File: src/rtl/count_capture_unit.sv
// Wrap-extending capture unit for an upstream WIDTH-bit up-counter.
// Optional macro CCU_AUTO_CAPTURE_EN: a compare match also requests a capture.
module count_capture_unit #(
  parameter int unsigned WIDTH     = 4,
  parameter int unsigned EXT_WIDTH = 8
) (
  input  logic                       clk,
  input  logic                       reset,
  input  logic [WIDTH-1:0]           cnt_in,
  input  logic [WIDTH-1:0]           cmp_val,
  input  logic                       cmp_en,
  input  logic                       capture_req,
  output logic                       wrap_pulse,
  output logic                       match_pulse,
  output logic [EXT_WIDTH-1:0]       wrap_cnt,
  output logic                       ext_ovf,
  output logic [EXT_WIDTH+WIDTH-1:0] cap_data,
  output logic                       cap_valid,
  input  logic                       cap_ready,
  output logic                       cap_overrun
);

  localparam int unsigned CAP_W = EXT_WIDTH + WIDTH;

  typedef enum logic {IDLE, HOLD} cap_state_e;

  cap_state_e           state_q;
  logic [WIDTH-1:0]     cnt_q;
  logic                 primed_q;
  logic                 wrap_pulse_q;
  logic                 match_pulse_q;
  logic [EXT_WIDTH-1:0] wrap_cnt_q;
  logic                 ext_ovf_q;
  logic [CAP_W-1:0]     cap_data_q;
  logic                 cap_valid_q;
  logic                 cap_overrun_q;

  logic                 wrap_det;
  logic                 match_det;
  logic                 cap_req;
  logic [EXT_WIDTH-1:0] wrap_cnt_d;
  logic [CAP_W-1:0]     snap_d;

  // Event detection; primed_q masks the cycle where cnt_q still holds its reset value.
  always_comb begin
    wrap_det   = primed_q && (cnt_q == {WIDTH{1'b1}}) && (cnt_in == '0);
    match_det  = primed_q && cmp_en && (cnt_in == cmp_val) && (cnt_in != cnt_q);
    wrap_cnt_d = wrap_det ? (wrap_cnt_q + EXT_WIDTH'(1)) : wrap_cnt_q;
    snap_d     = {wrap_cnt_d, cnt_in};
`ifdef CCU_AUTO_CAPTURE_EN
    cap_req    = capture_req | match_det;
`else
    cap_req    = capture_req;
`endif
  end

  always_ff @(posedge clk) begin
    if (reset) begin
      state_q       <= IDLE;
      cnt_q         <= '0;
      primed_q      <= 1'b0;
      wrap_pulse_q  <= 1'b0;
      match_pulse_q <= 1'b0;
      wrap_cnt_q    <= '0;
      ext_ovf_q     <= 1'b0;
      cap_data_q    <= '0;
      cap_valid_q   <= 1'b0;
      cap_overrun_q <= 1'b0;
    end else begin
      cnt_q         <= cnt_in;
      primed_q      <= 1'b1;
      wrap_pulse_q  <= wrap_det;
      match_pulse_q <= match_det;
      wrap_cnt_q    <= wrap_cnt_d;
      if (wrap_det && (wrap_cnt_q == {EXT_WIDTH{1'b1}})) begin
        ext_ovf_q <= 1'b1;
      end
      // Capture handshake: a request while HOLD and not drained is dropped.
      case (state_q)
        IDLE: begin
          if (cap_req) begin
            cap_data_q  <= snap_d;
            cap_valid_q <= 1'b1;
            state_q     <= HOLD;
          end
        end
        HOLD: begin
          if (cap_ready) begin
            if (cap_req) begin
              cap_data_q <= snap_d;
            end else begin
              cap_valid_q <= 1'b0;
              state_q     <= IDLE;
            end
          end else if (cap_req) begin
            cap_overrun_q <= 1'b1;
          end
        end
        default: begin
          state_q     <= IDLE;
          cap_valid_q <= 1'b0;
        end
      endcase
    end
  end

  assign wrap_pulse  = wrap_pulse_q;
  assign match_pulse = match_pulse_q;
  assign wrap_cnt    = wrap_cnt_q;
  assign ext_ovf     = ext_ovf_q;
  assign cap_data    = cap_data_q;
  assign cap_valid   = cap_valid_q;
  assign cap_overrun = cap_overrun_q;

endmodule

File: config.mk
export PLATFORM = sky130hd
export DESIGN_NAME = count_capture_unit
export DESIGN_NICKNAME = d
export VERILOG_FILES = /design/src/rtl/count_capture_unit.sv
export SDC_FILE = /design/constraint.sdc
export NUM_CORES = 1
export LEC_CHECK = 0
export ABC_AREA = 1
export CAP_MARGIN = 40
export CORE_MARGIN = 1.5
export CORE_UTILIZATION = 50
export DETAILED_ROUTE_END_ITERATION = 10
export PLACE_DENSITY_LB_ADDON = 0.2
export SLEW_MARGIN = 20
export SYNTH_ARGS = -nofsm -noshare
export SYNTH_HDL_FRONTEND = slang
export SYNTH_SLANG_ARGS = --single-unit
File: constraint.sdc
create_clock -name clk -period 2.1 [get_ports clk]
set_input_delay 0.63 -clock clk [delete_from_list [all_inputs] [get_ports clk]]
set_output_delay 0.63 -clock clk [all_outputs]
set_load 0.02 [all_outputs]
* Word level (Yosys, flattened, before mapping)
Cells that the tools add are included.
W data, S select, Z words.
** Storage, ports and cells
- Bits in registers :: 31
- Word-level logic and storage cells :: 41
- Input bits :: 13
** Cells by class
- Reductions and logical operators :: 9
- Eq/ne operators :: 7
- Bitwise logic cells :: 2
- $add $sub $neg :: 1
- Multiplexer cells :: 12
** Operator list (number)
- $mux W12 :: 2
- $pmux W12 S2 :: 1
- $add A8 B1 Y8 const B :: 1
- $eq A8 B8 Y1 const B :: 1
- $mux W8 :: 1
- $logic_and A1 B1 Y1 :: 6
- $mux W1 :: 6
- $ne A2 B2 Y1 const B :: 3
- $reduce_and A3 Y1 :: 2
- $eq A4 B4 Y1 :: 1
- $eq A4 B4 Y1 const B :: 1
- $logic_not A4 Y1 :: 1
- $ne A4 B4 Y1 :: 1
- $pmux W1 S2 :: 2
- $not A1 Y1 :: 2

* Longest topological paths before layout
Gate-level depths: netlist of the first run.
- Depth in word-level cells :: 7
- Gate-level depth with buffers :: 9
- Gate-level depth less buffers :: 9

* Worst setup path after synthesis of the first run
OpenSTA, ideal clock, no wires.
- Path type :: reg2reg
- Start :: reg wrap_cnt_q[1] (netlist: wrap_cnt[1])
- End :: reg cap_data_q[10] (netlist: cap_data[10])
- Stages on the path, launching flop included :: 9
- Clock period less this slack :: 1382 ps
- Data required time :: 1991 ps
- Data arrival time :: 1273 ps
- Setup slack :: 718 ps
- Cells stage by stage :: dfxtp_1 > ha_1 > nand3_1 > o21ai_0 > nand2_1 > nand2_1 > nand3_1 > nand2_1 > inv_1
** Between the ends
- Word-level cells in the longest chain between the ends :: 5
** Ends and longest elaborated chain
- from (decl) :: line 32 : logic [EXT_WIDTH-1:0] wrap_cnt_q;
- from (signal assigned) :: line 74 : wrap_cnt_q <= wrap_cnt_d;
- $add A8 B1 Y8 * :: line 48 : wrap_cnt_d = wrap_det ? (wrap_cnt_q + EXT_WIDTH'(1)) : wrap_cnt_q;
- $mux W8 * :: line 48
- $mux W12 * :: line 81, 89
- $mux W12 :: line 88 : if (cap_ready) begin
- $pmux W12 S2 * :: line 79 : case (state_q)
- to (signal assigned) :: line 82 : cap_data_q <= snap_d;
- to (signal assigned) :: line 90 : cap_data_q <= snap_d;
- to (decl) :: line 34 : logic [CAP_W-1:0] cap_data_q;
Every way passes the cells marked *; elsewhere a longest branch is shown, timed or not. The select of a mux whose other input is x is not followed.
A chain may end at the register's enable or synchronous reset.

* Worst setup path in the final report of the first run
- Start :: reg wrap_cnt_q[4] (netlist: wrap_cnt[4])
- End :: out wrap_cnt[4]
** RTL lines
- to (decl) :: line 15 : output logic [EXT_WIDTH-1:0] wrap_cnt,
No word-level cell between the ends.

==> results_dict.tcl, run 1 <==
set metrics [dict create \
    clockBufferDepth 2 \
    cts_buffers 5 \
    synth_top_area_share_pct 45.01 \
    tritoncts "yes" \
    grt_max_degree 17 \
    grt_pass1_vias 1378 \
    syn_area_per_cell_um2 7.295 \
    dpl.hpwl_um 2425 \
    fin_cells 264 \
    synth_xor_area_share_pct 5.082 \
    grt_usage_pct 23.66 \
    hold_class "register to register" \
    startpoint_type "register" \
    diodes 0 \
    num_rows 18 \
    core-area_mm2 0.002545 \
    drive_above_1_share_pct 8.120 \
    maxCapViolCount 0 \
    max_freq_mhz 493.1 \
    cts_setup_buffers 0 \
    fp.dieW_um 55.52 \
    drc 0 \
    synthMuxAreaShare_pct 0 \
    area_growth_pct 36.39 \
    pwr_density_cell_mw_per_mm2 641.0 \
    grt_pass1_wl_um 5699 \
    yosysSeqAreaShare_pct 45.01 \
    dr.pass1.iters 4 \
    crit_cells 1 \
    routed-via-count 1371 \
    slew-limit-headroom_pct 78.62 \
    vias_per_cell 5.193 \
    critPathKind "register to output pin" \
    min_period_ps 2028 \
    initial_core_util_pct 54.18 \
    hold_violations 0 \
    layout.nets 247 \
    critPathTopFamily "buffers and inverters" \
    timing.critical_path.buf_inv 1 \
    synth-simple-area-share_pct 31.22 \
    finalWeightedCongestion 0.8440 \
    power.total_w 0.001205 \
    wirelength_um 3392 \
    hold_path_depth 2 \
    rsz0062_at_grt "no" \
    cts_max_level 2 \
    ys_warn_count 0 \
    synthTopCellsByArea "dfxtp_1 45%, nand2_1 12%, nor2_1 8.2%" \
    path_cells "clkdlybuf4s50_1" \
    min_period_over_period_pct 96.58 \
    critPathArrivalTime_ps 1400 \
    cp_slowest_cell "clkdlybuf4s50_1" \
    wl_per_cell_um 12.85 \
    ys_ff_latch 31 \
    drtAntennaViolNets 0 \
    io-pin-count 38 \
    vdd_ir_drop_max_mv 0.5952 \
    synth_nets 203 \
    fp.dieArea_mm2 0.003082 \
    cp_max_fo 5 \
    yosysTopAreaCell "dfxtp_1" \
    clk_latency_ps 340 \
    synth_compound_area_share_pct 10.07 \
    synthCells 189 \
    place_inst 256 \
    status "complete, no violations" \
    p_leak_nw 0.8479 \
    cp-end-kind "output pin" \
    io_buffers 37 \
    cts_sinks 31 \
    finalSetupViolCount 0 \
    die-height_um 55.52 \
    synthAdderAreaFrac_pct 0.9074 \
    worstPathRequired_ps 1470 \
    skew_ps 11.18 \
    drt_iter0_drc 40 \
    antenna_found_initial 0 \
    synth_area_mm2 0.001379 \
    ff2ff_path_depth 8 \
    worst_pin_slew_ps 317.7 \
    largest_reg_flops 12 \
    grt_overflow 0 \
    ctsRootBufferMaster "clkbuf_4" \
    hold_slack_ps 451.4 \
    slew_violations 0 \
    clk_pin_slew_ps 90 \
    setup_tns_ps 0 \
    ys_types 25 \
    cpPeakStageDelay_ps 640 \
    synth_top_family_by_area "simple AND/OR/NAND/NOR gates" \
]
cells in the mapped netlist:
cell type  count
xor2_1         4
xnor2_1        4
buf_4          2
nor2_4         1
nor2_1        30
buf_2          1
nor3_1         2
a31oi_1        1
nand3_1       13
nor4_1         1
o22ai_1        1
nand2_1       43
nand4_2        1
nor2_8         1
nor2_2         2
o21a_1         1
a21oi_1       14
nand2_2        2
clkbuf_1       2
nand4_1        1
dfxtp_1       31
o21ai_0        8
ha_1           1
inv_1         21
a22o_1         1
cell type report:
type,count,area [µm²]
well taps,30,37.54
clock buffers,8,68.82
multi-input cells,132,651.9
repair buffers,42,422.9
flip-flops and latches,31,620.6
fillers,205,664.4
inverters,21,78.83
routing by layer:
layer / global-route usage, % / vias up / wire length (µm)
met1: 26.52 / 641 / 1455
met5: 0 / - / 0
met4: 15.68 / 0 / 69
met2: 39.63 / 40 / 1727
li1: - / 682 / -
met3: 5.621 / 8 / 139
report_power, final:
part	switching, W	internal [W]
sequential	0.0000159	0.000612
combinational	0.0000927	0.0000871
clock	0.000201	0.000197
total	0.000310	0.000896
cell families (layout without fill, tap and decap cells):
| kind of cell | Yosys count | after routing |
|---|---|---|
| AND/OR/NAND/NOR | 97 | 97 |
| flip-flops | 31 | 31 |
| AO/OA/AOI/OAI | 26 | 26 |
| buffers and inverters | 26 | 71 |
| XOR/XNOR | 8 | 8 |
| adder cells (fa/ha/maj) | 1 | 1 |
cell usage in the layout, fill, tap and decap left out:
cell | synthesis | final
o21a_1 | 1 | 1
o21ai_0 | 8 | 8
clkbuf_1 | 2 | 1
a21oi_1 | 14 | 14
nand3_1 | 13 | 13
nor2_4 | 1 | 1
buf_12 | 0 | 1
ha_1 | 1 | 1
nor2_1 | 30 | 30
buf_4 | 2 | 4
nor2_2 | 2 | 2
xnor2_1 | 4 | 4
clkdlybuf4s50_1 | 0 | 36
nand4_1 | 1 | 1
nand2_1 | 43 | 43
nor2_8 | 1 | 1
dfxtp_1 | 31 | 31
xor2_1 | 4 | 4
nor4_1 | 1 | 1
inv_1 | 21 | 21
dlymetal6s2s_1 | 0 | 1
a31oi_1 | 1 | 1
o22ai_1 | 1 | 1
clkbuf_8 | 0 | 2
nand2_2 | 2 | 2
a22o_1 | 1 | 1
clkbuf_4 | 0 | 5
nor3_1 | 2 | 2
nand4_2 | 1 | 1
worst register-to-register path: stages, from the launching register on:
cell	delay, ps
dfxtp_1	410
ha_1	220
nand3_1	170
o21ai_0	210
nand2_1	70
nand2_1	70
nand3_1	70
nand2_1	60
inv_1	40
final timing paths:
| path | slack (ps) | endpoint | startpoint |
|---|---|---|---|
| max reg2reg | 680 | cap_data[10] | wrap_cnt[1] |
| min reg2reg | 450 | ext_ovf | ext_ovf |
| max | 70 | wrap_cnt[4] | wrap_cnt[4] |
| min | 450 | ext_ovf | ext_ovf |
stage by stage:
stage          cell area, µm²  setup slack, ps  utilization (%)
6_report                 1881            71.91            73.89
4_1_cts                  1878            16.47            73.80
2_1_floorplan            1379            718.2                -
3_3_place_gp             1809            114.4            71.09
5_1_grt                  1881            6.460            73.89
3_5_place_dp             1809            53.25            71.09
repair_timing:
action | 4_1_cts | 5_1_grt
hold buffers | 0 | 0
gates resized for setup | 0 | 1
setup endpoints to repair | 0 | 1
(Power assumes the default switching activity.)
==> inputs of run 2 (changes only) <==
--- a/config.mk
+++ b/config.mk
@@ -8,7 +8,7 @@
 export ABC_AREA = 1
 export CAP_MARGIN = 40
 export CORE_MARGIN = 1.5
-export CORE_UTILIZATION = 50
+export CORE_UTILIZATION = 35
 export DETAILED_ROUTE_END_ITERATION = 10
 export PLACE_DENSITY_LB_ADDON = 0.2
 export SLEW_MARGIN = 20
==> constraint.sdc (replaced) <==
create_clock -name clk -period 2.1 [get_ports clk]
set_input_delay 0.63 -clock clk [delete_from_list [all_inputs] [get_ports clk]]
set_output_delay 0.63 -clock clk [all_outputs]
set_load 0.1 [all_outputs]
==> run 2 against run 1 <==
Maximum frequency increased by 18%. Largest power group unchanged. Die area increased by 40%. Critical endpoint is now cap_data[6]. Count of clock-buffer cells in the layout unchanged. Non-clock buffer count decreased by 1. First-iteration DRC count increased by 38%. Critical path depth increased by 6.
==> results_dict.tcl, run 2 (synthesis results as in run 1) <==
set metrics [dict create \
    top_usage_layer "met2" \
    slew_violations 0 \
    grt_pass1_wl_um 4899 \
    vdd_ir_drop_max_mv 0.4402 \
    pwr_density_cell_mw_per_mm2 673.0 \
    cpPeakStageDelay_ps 470 \
    grt_max_degree 25 \
    min_period_ps 1717 \
    initial_core_util_pct 37.10 \
    worst_pin_slew_ps 285.3 \
    cp_max_fo 8 \
    grtUsageMet3_pct 6.336 \
    vias_per_cell 4.559 \
    worstPathRequired_ps 2280 \
    power.internal_w 0.001034 \
    final_cell_mix "43 x nand2_1, 31 x dfxtp_1, 30 x nor2_1" \
    dpl.hpwl_um 2103 \
    grt_pass1_vias 1145 \
    finalWeightedCongestion 0.8038 \
    cts_resized 0 \
    cts_sinks 31 \
    cp_common_cell "nand2_1" \
    rsz0062_at_grt "no" \
    path_cells "clkdlybuf4s50_1, nor2_2, nand4_2, nand2_1, nand3_1, nand2_1, inv_1" \
    fin_cells 281 \
    p_leak_nw 0.9591 \
    clk_latency_ps 280 \
    cts_setup_buffers 0 \
    critPathArrivalTime_ps 1900 \
    wl_per_cell_um 10.10 \
    grt_usage_pct 14.94 \
    place_inst 273 \
    cts_buffers 5 \
    drc 0 \
    cp-end-kind "register" \
    tritoncts "yes" \
    holdBufCountCts 0 \
    core-area_mm2 0.003716 \
    layout.nets 246 \
    io_buffers 37 \
    critPathKind "primary input to register" \
    ctsRootBufferMaster "clkbuf_8" \
    maxCapViolCount 0 \
    fp.dieW_um 65.77 \
    fp.dieArea_mm2 0.004325 \
    area_growth_pct 57.71 \
    status "complete, no violations" \
    hold_class "register to register" \
    dr.pass1.iters 4 \
    diodes 0 \
    netSwitchingPower_w 0.0004298 \
    pwr-share-clk_pct 34.9 \
    met1_usage_pct 17.14 \
    drt_iter0_drc 55 \
    power_frac_comb_pct 21.6 \
    die-height_um 65.77 \
    max_freq_mhz 582.5 \
    slew-limit-headroom_pct 80.96 \
    p_sw_share_pct 29.37 \
    cp_slowest_cell "clkdlybuf4s50_1" \
    clockBufferDepth 2 \
    io-pin-count 38 \
    seq_area_um2 620.6 \
    num_rows 22 \
    wirelength_um 2838 \
    skew_ps 3.914 \
    startpoint_type "primary input" \
    drive_above_1_share_pct 18.45 \
    cts_max_level 2 \
    routed-via-count 1281 \
    hold_violations 0 \
    p_seq_share_pct 43.5 \
    met2_usage_pct 24.62 \
    min_period_over_period_pct 81.75 \
    antenna_found_initial 0 \
    finalSetupViolCount 0 \
    setup_tns_ps 0 \
    grt_overflow 0 \
    clk_pin_slew_ps 60 \
    nFillCells 338 \
    layout_commonest_cell "nand2_1" \
    drtAntennaViolNets 0 \
    multi_input_area_um2 651.9 \
    largest_reg_flops 12 \
]
-- run 2: metrics by stage --
stage          worst slack, ps  power (W)  hold slack [ps]  area, µm²  utilization, %
3_3_place_gp             117.9  0.0009661            469.8       2074           55.82
4_1_cts                  381.5   0.001480            486.9       2175           58.52
2_1_floorplan            54.46  0.0008375            437.5       1379               -
3_5_place_dp             102.9  0.0009672            465.5       2074           55.82
6_report                 383.3   0.001463            490.0       2175           58.52
5_1_grt                  235.3   0.001531            504.8       2175           58.52
-- run 2: area by class of cell --
| class | count | area share, % |
|---|---|---|
| clock buffer | 8 | 4.603 |
| sequential | 31 | 28.54 |
| multi-input combinational | 132 | 29.98 |
| timing repair buffer | 41 | 30.49 |
| tap | 48 | 2.762 |
| inverter | 21 | 3.625 |
-- run 2: final timing paths --
| kind | start | to | slack [ps] | cells past startpoint |
|---|---|---|---|---|
| worst max register to register | wrap_cnt[1] | cap_data[10] | 680 | 8 |
| worst min-delay path | cnt_q[1] | wrap_pulse | 490 | 2 |
| worst min register to register | cnt_q[1] | wrap_pulse | 490 | 2 |
| worst max-delay path | cnt_in[2] | cap_data[6] | 380 | 7 |
-- run 2: power groups by stage --
stage / combinational, W / clock (W) / sequential (W)
final: 0.000317 / 0.000510 / 0.000637
after CTS: 0.000319 / 0.000524 / 0.000637
after global routing: 0.000334 / 0.000557 / 0.000640
after global placement: 0.000316 / 0 / 0.000650
after detailed placement: 0.000318 / 0 / 0.000649
after floorplan: 0.0000716 / 0 / 0.000766
-- run 2: critical path, delay by kind of cell --
kind / cells / cell delay [ps]
buf+inv: 2 / 510
simple gates: 5 / 770
-- run 2: routing by layer --
metal | up-vias | wire length, µm
li1 | 684 | -
met1 | 553 | 1258
met2 | 39 | 1340
met3 | 5 | 195
met4 | 0 | 44
met5 | - | 0
